===== config.mk =====
export PLATFORM = sky130hd
export DESIGN_NAME = ps2_scancode_fifo
export DESIGN_NICKNAME = d
export VERILOG_FILES = /design/src/rtl/ps2_scancode_fifo.sv
export SDC_FILE = /design/constraint.sdc
export NUM_CORES = 1
export LEC_CHECK = 0
export BUFFER_PORTS_ARGS = -buffer_cell sky130_fd_sc_hd__buf_2
export CORE_UTILIZATION = 60
export CTS_CLUSTER_DIAMETER = 100
export DETAILED_ROUTE_END_ITERATION = 12
export GPL_TIMING_DRIVEN = 0
export HOLD_SLACK_MARGIN = 0.15
export PLACE_DENSITY = 0.76
export SLEW_MARGIN = 25
export SYNTH_ARGS = -nofsm -noshare
export SYNTH_HDL_FRONTEND = slang
export SYNTH_SLANG_ARGS = --single-unit

===== constraint.sdc =====
create_clock -name clk -period 6.35 [get_ports clk]
set_input_delay 0.635 -clock clk [delete_from_list [all_inputs] [get_ports clk]]
set_output_delay 0.635 -clock clk [all_outputs]
set_load 0.02 [all_outputs]

===== src/rtl/ps2_scancode_fifo.sv =====
// ---------------------------------------------------------------------------
// ps2_scancode_fifo
//
// Drains raw scancode bytes from a PS/2 receiver using its ready/nextdata
// handshake. Folds the E0 (extended) and F0 (break) prefixes into a single
// key event. Optionally drops typematic repeats. Buffers the decoded events
// in a DEPTH-entry FIFO that a consumer reads over valid/ready.
//
// Ports
//   clk               system clock
//   rst               asynchronous active-low reset
//   ps2read_data      byte at the head of the receiver
//   ps2read_ready     receiver holds at least one byte
//   ps2read_nextdata  one-cycle pulse that pops the receiver head
//   flush             synchronous clear of FIFO, prefix flags and repeat tracker
//   evt_data          head event {break, extended, code[7:0]}
//   evt_valid         FIFO non-empty
//   evt_ready         consumer takes the head event when evt_valid=1
//   evt_count         number of stored events (0..DEPTH)
//   prefix_pending    an E0/F0 prefix is latched and awaits its code byte
//
// FSM states
//   state  | meaning
//   IDLE   | waiting for a byte that can be accepted; classify on accept
//   ACK    | ps2read_nextdata high for this single cycle
//   WAIT   | settle cycle so the receiver head pointer advances
// ---------------------------------------------------------------------------
module ps2_scancode_fifo #(
  parameter int DEPTH         = 8,
  parameter int FILTER_REPEAT = 1,
  parameter int AW            = $clog2(DEPTH)
) (
  input  logic          clk,
  input  logic          rst,
  input  logic [7:0]    ps2read_data,
  input  logic          ps2read_ready,
  output logic          ps2read_nextdata,
  input  logic          flush,
  output logic [9:0]    evt_data,
  output logic          evt_valid,
  input  logic          evt_ready,
  output logic [AW:0]   evt_count,
  output logic          prefix_pending
);

  localparam logic [AW:0] FULL_CNT  = (AW + 1)'(DEPTH);
  localparam bit          FILTER_EN = (FILTER_REPEAT != 0);

  typedef enum logic [1:0] {
    S_IDLE = 2'd0,
    S_ACK  = 2'd1,
    S_WAIT = 2'd2
  } state_t;

  state_t state;
  state_t state_n;

  // Prefix flags
  logic ext_q;
  logic brk_q;

  // Repeat tracker: {ext, code} of the last written make event
  logic       trk_valid;
  logic [8:0] trk_key;

  // FIFO storage and pointers
  logic [9:0]    mem [DEPTH];
  logic [AW-1:0] wr_ptr;
  logic [AW-1:0] rd_ptr;

  // Byte classification
  logic       is_ext_pfx;
  logic       is_brk_pfx;
  logic       is_prefix;
  logic       is_err;
  logic       is_code;
  logic [8:0] cur_key;
  logic       repeat_hit;
  logic       drop;
  logic       fifo_full;
  logic       accept;
  logic       push;
  logic       pop;

  always_comb begin
    is_ext_pfx = (ps2read_data == 8'hE0);
    is_brk_pfx = (ps2read_data == 8'hF0);
    is_prefix  = is_ext_pfx | is_brk_pfx;
    is_err     = (ps2read_data == 8'h00) | (ps2read_data == 8'hFF);
    is_code    = ~is_prefix & ~is_err;
  end

  assign cur_key = {ext_q, ps2read_data};

  // Only a make can be a repeat; breaks are always written.
  assign repeat_hit = FILTER_EN & trk_valid & ~brk_q & (trk_key == cur_key);

  // Bytes that are consumed without producing an event never need FIFO space.
  assign drop      = is_err | (is_code & repeat_hit);
  assign fifo_full = (evt_count == FULL_CNT);

  // Fullness is judged on the count before this cycle's pop, so a full FIFO
  // stalls for one cycle even when the consumer is reading.
  assign accept = (state == S_IDLE) & ps2read_ready & ~flush &
                  (is_prefix | drop | ~fifo_full);

  assign push = accept & is_code & ~repeat_hit;
  assign pop  = evt_valid & evt_ready;

  // -------------------------------------------------------------------------
  // Handshake FSM
  // -------------------------------------------------------------------------
  always_ff @(posedge clk or negedge rst) begin
    if (!rst) begin
      state <= S_IDLE;
    end else begin
      state <= state_n;
    end
  end

  // A flush never cuts the handshake short: an ACK in progress still issues
  // its pulse and the settle cycle, after which the FSM is back in IDLE.
  always_comb begin
    state_n = state;
    case (state)
      S_IDLE: begin
        if (accept) begin
          state_n = S_ACK;
        end
      end
      S_ACK: begin
        state_n = S_WAIT;
      end
      S_WAIT: begin
        state_n = S_IDLE;
      end
      default: begin
        state_n = S_IDLE;
      end
    endcase
  end

  assign ps2read_nextdata = (state == S_ACK);

  // -------------------------------------------------------------------------
  // Prefix flags
  // -------------------------------------------------------------------------
  always_ff @(posedge clk or negedge rst) begin
    if (!rst) begin
      ext_q <= 1'b0;
      brk_q <= 1'b0;
    end else if (flush) begin
      ext_q <= 1'b0;
      brk_q <= 1'b0;
    end else if (accept) begin
      if (is_ext_pfx) begin
        ext_q <= 1'b1;
      end else if (is_brk_pfx) begin
        brk_q <= 1'b1;
      end else if (is_code) begin
        // Filtered repeats still terminate their prefix sequence.
        ext_q <= 1'b0;
        brk_q <= 1'b0;
      end
    end
  end

  assign prefix_pending = ext_q | brk_q;

  // -------------------------------------------------------------------------
  // Repeat tracker
  // -------------------------------------------------------------------------
  always_ff @(posedge clk or negedge rst) begin
    if (!rst) begin
      trk_valid <= 1'b0;
      trk_key   <= 9'd0;
    end else if (flush) begin
      trk_valid <= 1'b0;
      trk_key   <= 9'd0;
    end else if (push) begin
      if (!brk_q) begin
        trk_valid <= 1'b1;
        trk_key   <= cur_key;
      end else if (trk_valid && (trk_key == cur_key)) begin
        // Key released: the next make of it is a fresh press.
        trk_valid <= 1'b0;
      end
    end
  end

  // -------------------------------------------------------------------------
  // Event FIFO
  // -------------------------------------------------------------------------
  always_ff @(posedge clk) begin
    if (push) begin
      mem[wr_ptr] <= {brk_q, ext_q, ps2read_data};
    end
  end

  always_ff @(posedge clk or negedge rst) begin
    if (!rst) begin
      wr_ptr    <= '0;
      rd_ptr    <= '0;
      evt_count <= '0;
    end else if (flush) begin
      wr_ptr    <= '0;
      rd_ptr    <= '0;
      evt_count <= '0;
    end else begin
      if (push) begin
        wr_ptr <= wr_ptr + AW'(1);
      end
      if (pop) begin
        rd_ptr <= rd_ptr + AW'(1);
      end
      case ({push, pop})
        2'b10:   evt_count <= evt_count + (AW + 1)'(1);
        2'b01:   evt_count <= evt_count - (AW + 1)'(1);
        default: evt_count <= evt_count;
      endcase
    end
  end

  assign evt_valid = (evt_count != '0);

  // Empty FIFO presents zero rather than stale or uninitialised storage.
  assign evt_data = evt_valid ? mem[rd_ptr] : 10'd0;

endmodule


==> results of run 1 <==
[power by group]
group | switching (mW) | leakage (nW) | internal (mW) | total [mW]
logic | 0.305 | 0.715 | 0.202 | 0.508
registers | 0.0281 | 1.03 | 0.767 | 0.795
clock network | 0.227 | 0.104 | 0.186 | 0.413
total | 0.561 | 1.85 | 1.15 | 1.72
[critical path, stage by stage]
cell and delay (ns):
buf_2 0.12, or4b_1 0.51, clkbuf_2 0.16, nor4_1 0.27
clkbuf_1 0.41, nand3_1 0.34, nor3_2 0.59, buf_4 0.27
[per-stage QoR]
stage	std cells	util
CTS	457	0.7054
global route	457	0.7056
floorplan	304	-
detailed placement	441	0.6784
global placement	432	0.6642
finish	457	0.7056
[placed cells by master (no fill, tap or decap), drive strengths merged, types with 9 or more instances in the layout]
master and n:
edfxtp 80, buf 42, dfrtp 24, clkbuf 23, mux4 20, nor2 20
xor2 13, mux2i 13, nor2b 11, nand3 9
[layout make-up]
type | count | area share
plain buffers | 18 | 0.01372
clock inverters | 7 | 0.01444
clock buffers | 9 | 0.02382
flip-flops and latches | 104 | 0.5775
multi-input cells | 177 | 0.3029
well taps | 99 | 0.02382
repair buffers | 38 | 0.04018
inverters | 5 | 0.003609
[logic make-up (layout without fill, tap and decap cells)]
| family | count (synthesis) | in the layout | share of synthesized area |
|---|---|---|---|
| AO/OA/AOI/OAI | 25 | 25 | 0.03435 |
| multiplexers | 41 | 41 | 0.1450 |
| AND/OR/NAND/NOR | 93 | 93 | 0.1150 |
| adder cells (fa/ha/maj) | 4 | 4 | 0.01082 |
| flip-flops | 104 | 104 | 0.6492 |
| buffers and inverters | 23 | 77 | 0.01920 |
| XOR/XNOR | 14 | 14 | 0.02651 |
[path summary, 6_finish.rpt]
| path | startpoint | end | slack (ns) | cells after the start |
|---|---|---|---|---|
| worst max register to register | state[0] | mem[0][9] | 3.14 | 7 |
| worst min-delay path | rst | evt_count[1] | 0.25 | 1 |
| worst max-delay path | flush | mem[0][9] | 3.13 | 8 |
| max in group asynchronous | rst | ext_q | 5.72 | 1 |
| min in group clk | state[1] | state[1] | 0.45 | 1 |
| worst min register to register | state[1] | state[1] | 0.45 | 1 |
[flip-flops by register name, indices dropped and copies added (netlist names)]
signal and cells:
mem 80, evt_count 4, rd_ptr 3, ext_q 1
state 2, trk_key 9, trk_valid 1, brk_q 1
wr_ptr 3
[routing by layer]
layer | track usage | routed length, um | vias up
li1 | - | - | 1274
met1 | 0.3301 | 3820 | 1396
met2 | 0.4333 | 4676 | 89
met3 | 0.04484 | 567 | 11
met4 | 0.09016 | 133 | 0
met5 | 0 | 0 | -
==> flow_summary.yaml, run 1 <==
cts:
  htree_levels: 3
  holdBufCountCts: 0
  cts_tree: "yes"
  cts_buffers: 9
  clk_pin_slew_ns: 0.10
  clockBufferDepth: 2
  cts.sinks: 104
  root_buffer: "clkbuf_8"
  cts_resized: 0
  clock_latency_ns: 0.37
  postCtsSetupBuffers: 0
floorplan:
  die_area_mm2: 0.008065
  io-pin-count: 30
  start_util: 0.6277
  die_w_um: 89.81
  core_area_mm2: 0.007370
  die_y_um: 89.81
  rows: 31
placed_design:
  dp_hpwl_um: 6368
  place_congestion: 0.8578
  dp_slack_ns: 2.727
  io_buffers: 29
  dpl_cell_area_mm2: 0.005000
synthesis:
  synth_cell_types: 39
  synth_top_cell_area_share: 0.5193
  synthTopCellsByCount: "80 x edfxtp_1, 24 x dfrtp_1, 20 x mux4_2, 20 x nor2_1"
  synth_edf_count: 80
  synth_ff_type: "edfxtp_1"
  yosys_warnings: 0
  yosysSeqAreaShare: 0.6492
  async_reset_ff_frac: 0.2308
  postSynthCellCount: 304
  syn-num-nets: 321
  syn_avg_cell_area_um2: 15.22
  syn_area_mm2: 0.004626
  synth-seq-cells: 104
  synth.most_common_cell: "edfxtp_1"
  yosysTopAreaCell: "edfxtp_1"
  ys_top_cells_by_area: "edfxtp_1 52%, dfrtp_1 13%, mux4_2 9.7%"
power_and_ir_drop:
  power_mw: 1.716
  leakage_nw: 1.853
  ir_worst_vdd_uv: 182.7
  power_density_mw_per_mm2: 330.0
run_status:
  outcome: "finished, final reports clean"
critical_path:
  crit_fanout: 10
  path_class: "input port to flip-flop"
  worstPathArrival_ns: 3.30
  critPathRequiredTime_ns: 6.43
  end_kind: "flip-flop"
  critPathLaunchType: "input port"
global_routing:
  grt_pass1_vias: 2778
  grt_use_total: 0.2538
  antenna_found_initial: 0
  overflow: 0
  grt_start_max_net_pins: 25
  grt_pass1_wl_um: 15080
finish:
  nNetsFinal: 370
  final-seq-area_mm2: 0.003003
  diodes: 0
  drive_gt1_frac: 0.2654
  postLayoutCellArea_mm2: 0.005200
  multi_input_area_mm2: 0.001575
  area_growth_pct: 12.42
  fill_cells: 523
timing:
  rsz0062_at_grt: "false"
  finalSetupViolCount: 0
  hold_violations: 0
  slew_headroom: 0.4099
  tightestPinTransition_ns: 0.8851
  setup_slack_ns: 3.129
  drv_slew: 0
  post-route-min-period_ns: 3.221
  max_clock_freq_mhz: 310.5
  period_share: 0.5072
  tns_ns: 0
  whs_ns: 0.2499
  skew_ns: 0.01216
drt:
  vias: 2770
  routed_wl_um: 9199
  initialDrtViolationCount: 191
  drc_errors: 0
  vias_per_cell: 6.061
  drtAntennaViolNets: 0
  first_pass_iters: 4
  post_drt_wl_per_cell_um: 20.13
worst_hold_path:
  holdCritPathClass: "input port to asynchronous set/reset pin"
flow_run:
  maxCapViolations: 0
Power figures use the tool's default switching activity.
==> inputs of run 2 (changes only) <==
--- a/config.mk
+++ b/config.mk
@@ -6,12 +6,12 @@
 export NUM_CORES = 1
 export LEC_CHECK = 0
 export BUFFER_PORTS_ARGS = -buffer_cell sky130_fd_sc_hd__buf_2
-export CORE_UTILIZATION = 60
+export CORE_UTILIZATION = 54
 export CTS_CLUSTER_DIAMETER = 100
 export DETAILED_ROUTE_END_ITERATION = 12
 export GPL_TIMING_DRIVEN = 0
 export HOLD_SLACK_MARGIN = 0.15
-export PLACE_DENSITY = 0.76
+export PLACE_DENSITY = 0.72
 export SLEW_MARGIN = 25
 export SYNTH_ARGS = -nofsm -noshare
 export SYNTH_HDL_FRONTEND = slang
==> constraint.sdc (replaced) <==
create_clock -name clk -period 2.85 [get_ports clk]
set_input_delay 0.285 -clock clk [delete_from_list [all_inputs] [get_ports clk]]
set_output_delay 0.285 -clock clk [all_outputs]
set_load 0.02 [all_outputs]
==> flow_summary.yaml, run 2 (synthesis gave the netlist of run 1 again) <==
drt:
  drtAntennaViolNets: 0
  first_pass_iters: 7
  post_drt_wl_per_cell_um: 19.69
  initialDrtViolationCount: 151
  drc_errors: 0
  routed_wl_um: 9194
  vias_per_cell: 5.897
  vias: 2754
power_and_ir_drop:
  internal-power_mw: 2.595
  clockPowerShare: 0.235
  power_density_mw_per_mm2: 718.0
  power.share.sequential: 0.463
  p_switching_mw: 1.246
  switching_share: 0.3244
  p_comb_frac: 0.302
  ir_worst_vdd_uv: 345.5
  leakage_nw: 1.897
timing:
  drv_slew: 0
  skew_ns: 0.01002
  slew_headroom: 0.4459
  period_share: 0.9875
  post-route-min-period_ns: 2.814
  tns_ns: 0
  hold_violations: 0
  rsz0062_at_grt: "true"
  max_clock_freq_mhz: 355.3
  whs_ns: 0.2785
  finalSetupViolCount: 0
  tightestPinTransition_ns: 0.8311
run_status:
  outcome: "finished, final reports clean"
worst_hold_path:
  holdCritPathClass: "input port to flip-flop"
  holdPathStages: 1
placed_design:
  dpl_cell_area_mm2: 0.005001
  place_congestion: 0.8623
  placedCellCount: 443
  dp_hpwl_um: 5982
  io_buffers: 29
critical_path:
  path_buf_inv: 2
  critPathLaunchType: "flip-flop"
  worstPathArrival_ns: 3.03
  path_class: "flip-flop to flip-flop"
  cp_top_family: "simple AND/OR/NAND/NOR gates"
  cp_num_cells: 10
  path_cells: "or4b_1 > clkbuf_2 > nor4_2 > clkbuf_4 > a21oi_1 > ha_1 > o21ai_0 > and4_1 > o22ai_1 > o311ai_0"
  critPathRequiredTime_ns: 3.06
  crit_fanout: 7
  cp_slowest_cell: "or4b_1"
  reg2regPathDepth: 10
  critPathMaxStageDelay_ns: 0.52
  rrSetupSlack_ns: 0.04
  end_kind: "flip-flop"
finish:
  nNetsFinal: 374
  fill_cells: 603
  reg.largest.list: "mem x80, trk_key x9, evt_count x4"
  drive_gt1_frac: 0.2873
  largest_register_ffs: 80
  final_cells: 467
  final_cell_mix: "80 x edfxtp_1, 31 x buf_2, 24 x dfrtp_1"
  postLayoutCellArea_mm2: 0.005349
  final-seq-area_mm2: 0.003003
  diodes: 0
  post-route-util: 0.6477
  multi_input_area_mm2: 0.001658
  final_common_cell: "edfxtp_1"
  area_growth_pct: 15.63
  top_register: "mem"
cts:
  cts_tree: "yes"
  clock_latency_ns: 0.37
  cts.sinks: 104
  clk_pin_slew_ns: 0.10
  root_buffer: "clkbuf_8"
  clockBufferDepth: 2
  htree_levels: 3
  cts_buffers: 9
global_routing:
  use_met3: 0.03865
  overflow: 0
  grt_pass1_wl_um: 14320
  grt_most_used_layer: "met2"
  grt_use_met1: 0.2967
  grt_start_max_net_pins: 25
  antenna_found_initial: 0
  grt_use_total: 0.2240
  grt_use_met2: 0.3684
  grt_pass1_vias: 2746
floorplan:
  core_area_mm2: 0.008258
  die_area_mm2: 0.008941
  start_util: 0.5602
  rows: 33
  io-pin-count: 30
  die_w_um: 94.56
  die_y_um: 94.56
flow_run:
  maxCapViolations: 0
## run 2: cell types whose count changed in the layout (fill, tap and decap cells not counted), sizes merged
cell	delta
buf	+3
clkbuf	+1
inv	-2
dlygate4sd3	+1
clkdlybuf4s15	+1
## run 2: worst register-to-register path, stage by stage (launching register included)
cell	delay (ns)
dfrtp_1	0.40
or4b_1	0.52
clkbuf_2	0.18
nor4_2	0.21
clkbuf_4	0.23
a21oi_1	0.10
ha_1	0.38
o21ai_0	0.14
and4_1	0.22
o22ai_1	0.11
o311ai_0	0.18
## run 2: per-stage QoR
step / setup WS [ns] / power (mW)
after floorplan: -0.1325 / 2.598
after global placement: -1.108 / 2.902
after detailed placement: -0.5118 / 2.938
after CTS: 0.00004374 / 3.847
after global routing: -0.04302 / 4.029
final: 0.03559 / 3.840
## run 2: final timing paths
path | start | endpoint
worst max-delay path | state[0] | evt_count[3]
worst min-delay path | ps2read_data[7] | mem[2][7]
worst max register to register | state[0] | evt_count[3]
worst min register to register | state[1] | state[1]
max in group asynchronous | rst | ext_q
min in group asynchronous | rst | evt_count[1]
## run 2: layout make-up
class,count,share of cell area
sequential,104,0.5614
tap,105,0.02456
inverter,5,0.003509
buffer,17,0.01474
multi-input combinational,177,0.3099
clock inverter,5,0.01076
clock buffer,11,0.02456
timing repair buffer,43,0.05053
## run 2: timing repair
action	CTS	global route
endpoints found under the hold margin	24	0
resized for setup	9	8
endpoints found under the setup margin	62	63
setup buffers	3	5
hold buffers	1	0
pin swaps	1	2
## run 2: power groups by stage
stage | Sequential, mW | Combinational, mW | Clock (mW)
CTS | 1.77 | 1.16 | 0.913
detailed placement | 1.80 | 1.14 | 0
global placement | 1.80 | 1.10 | 0
floorplan | 1.81 | 0.786 | 0
finish | 1.78 | 1.16 | 0.903
global route | 1.79 | 1.27 | 0.965
## run 2: per-layer routing
metal	vias to the layer above	share of wire
met5	-	0
met4	0	0.016
met3	12	0.035
met2	72	0.51
met1	1393	0.44
li1	1277	-
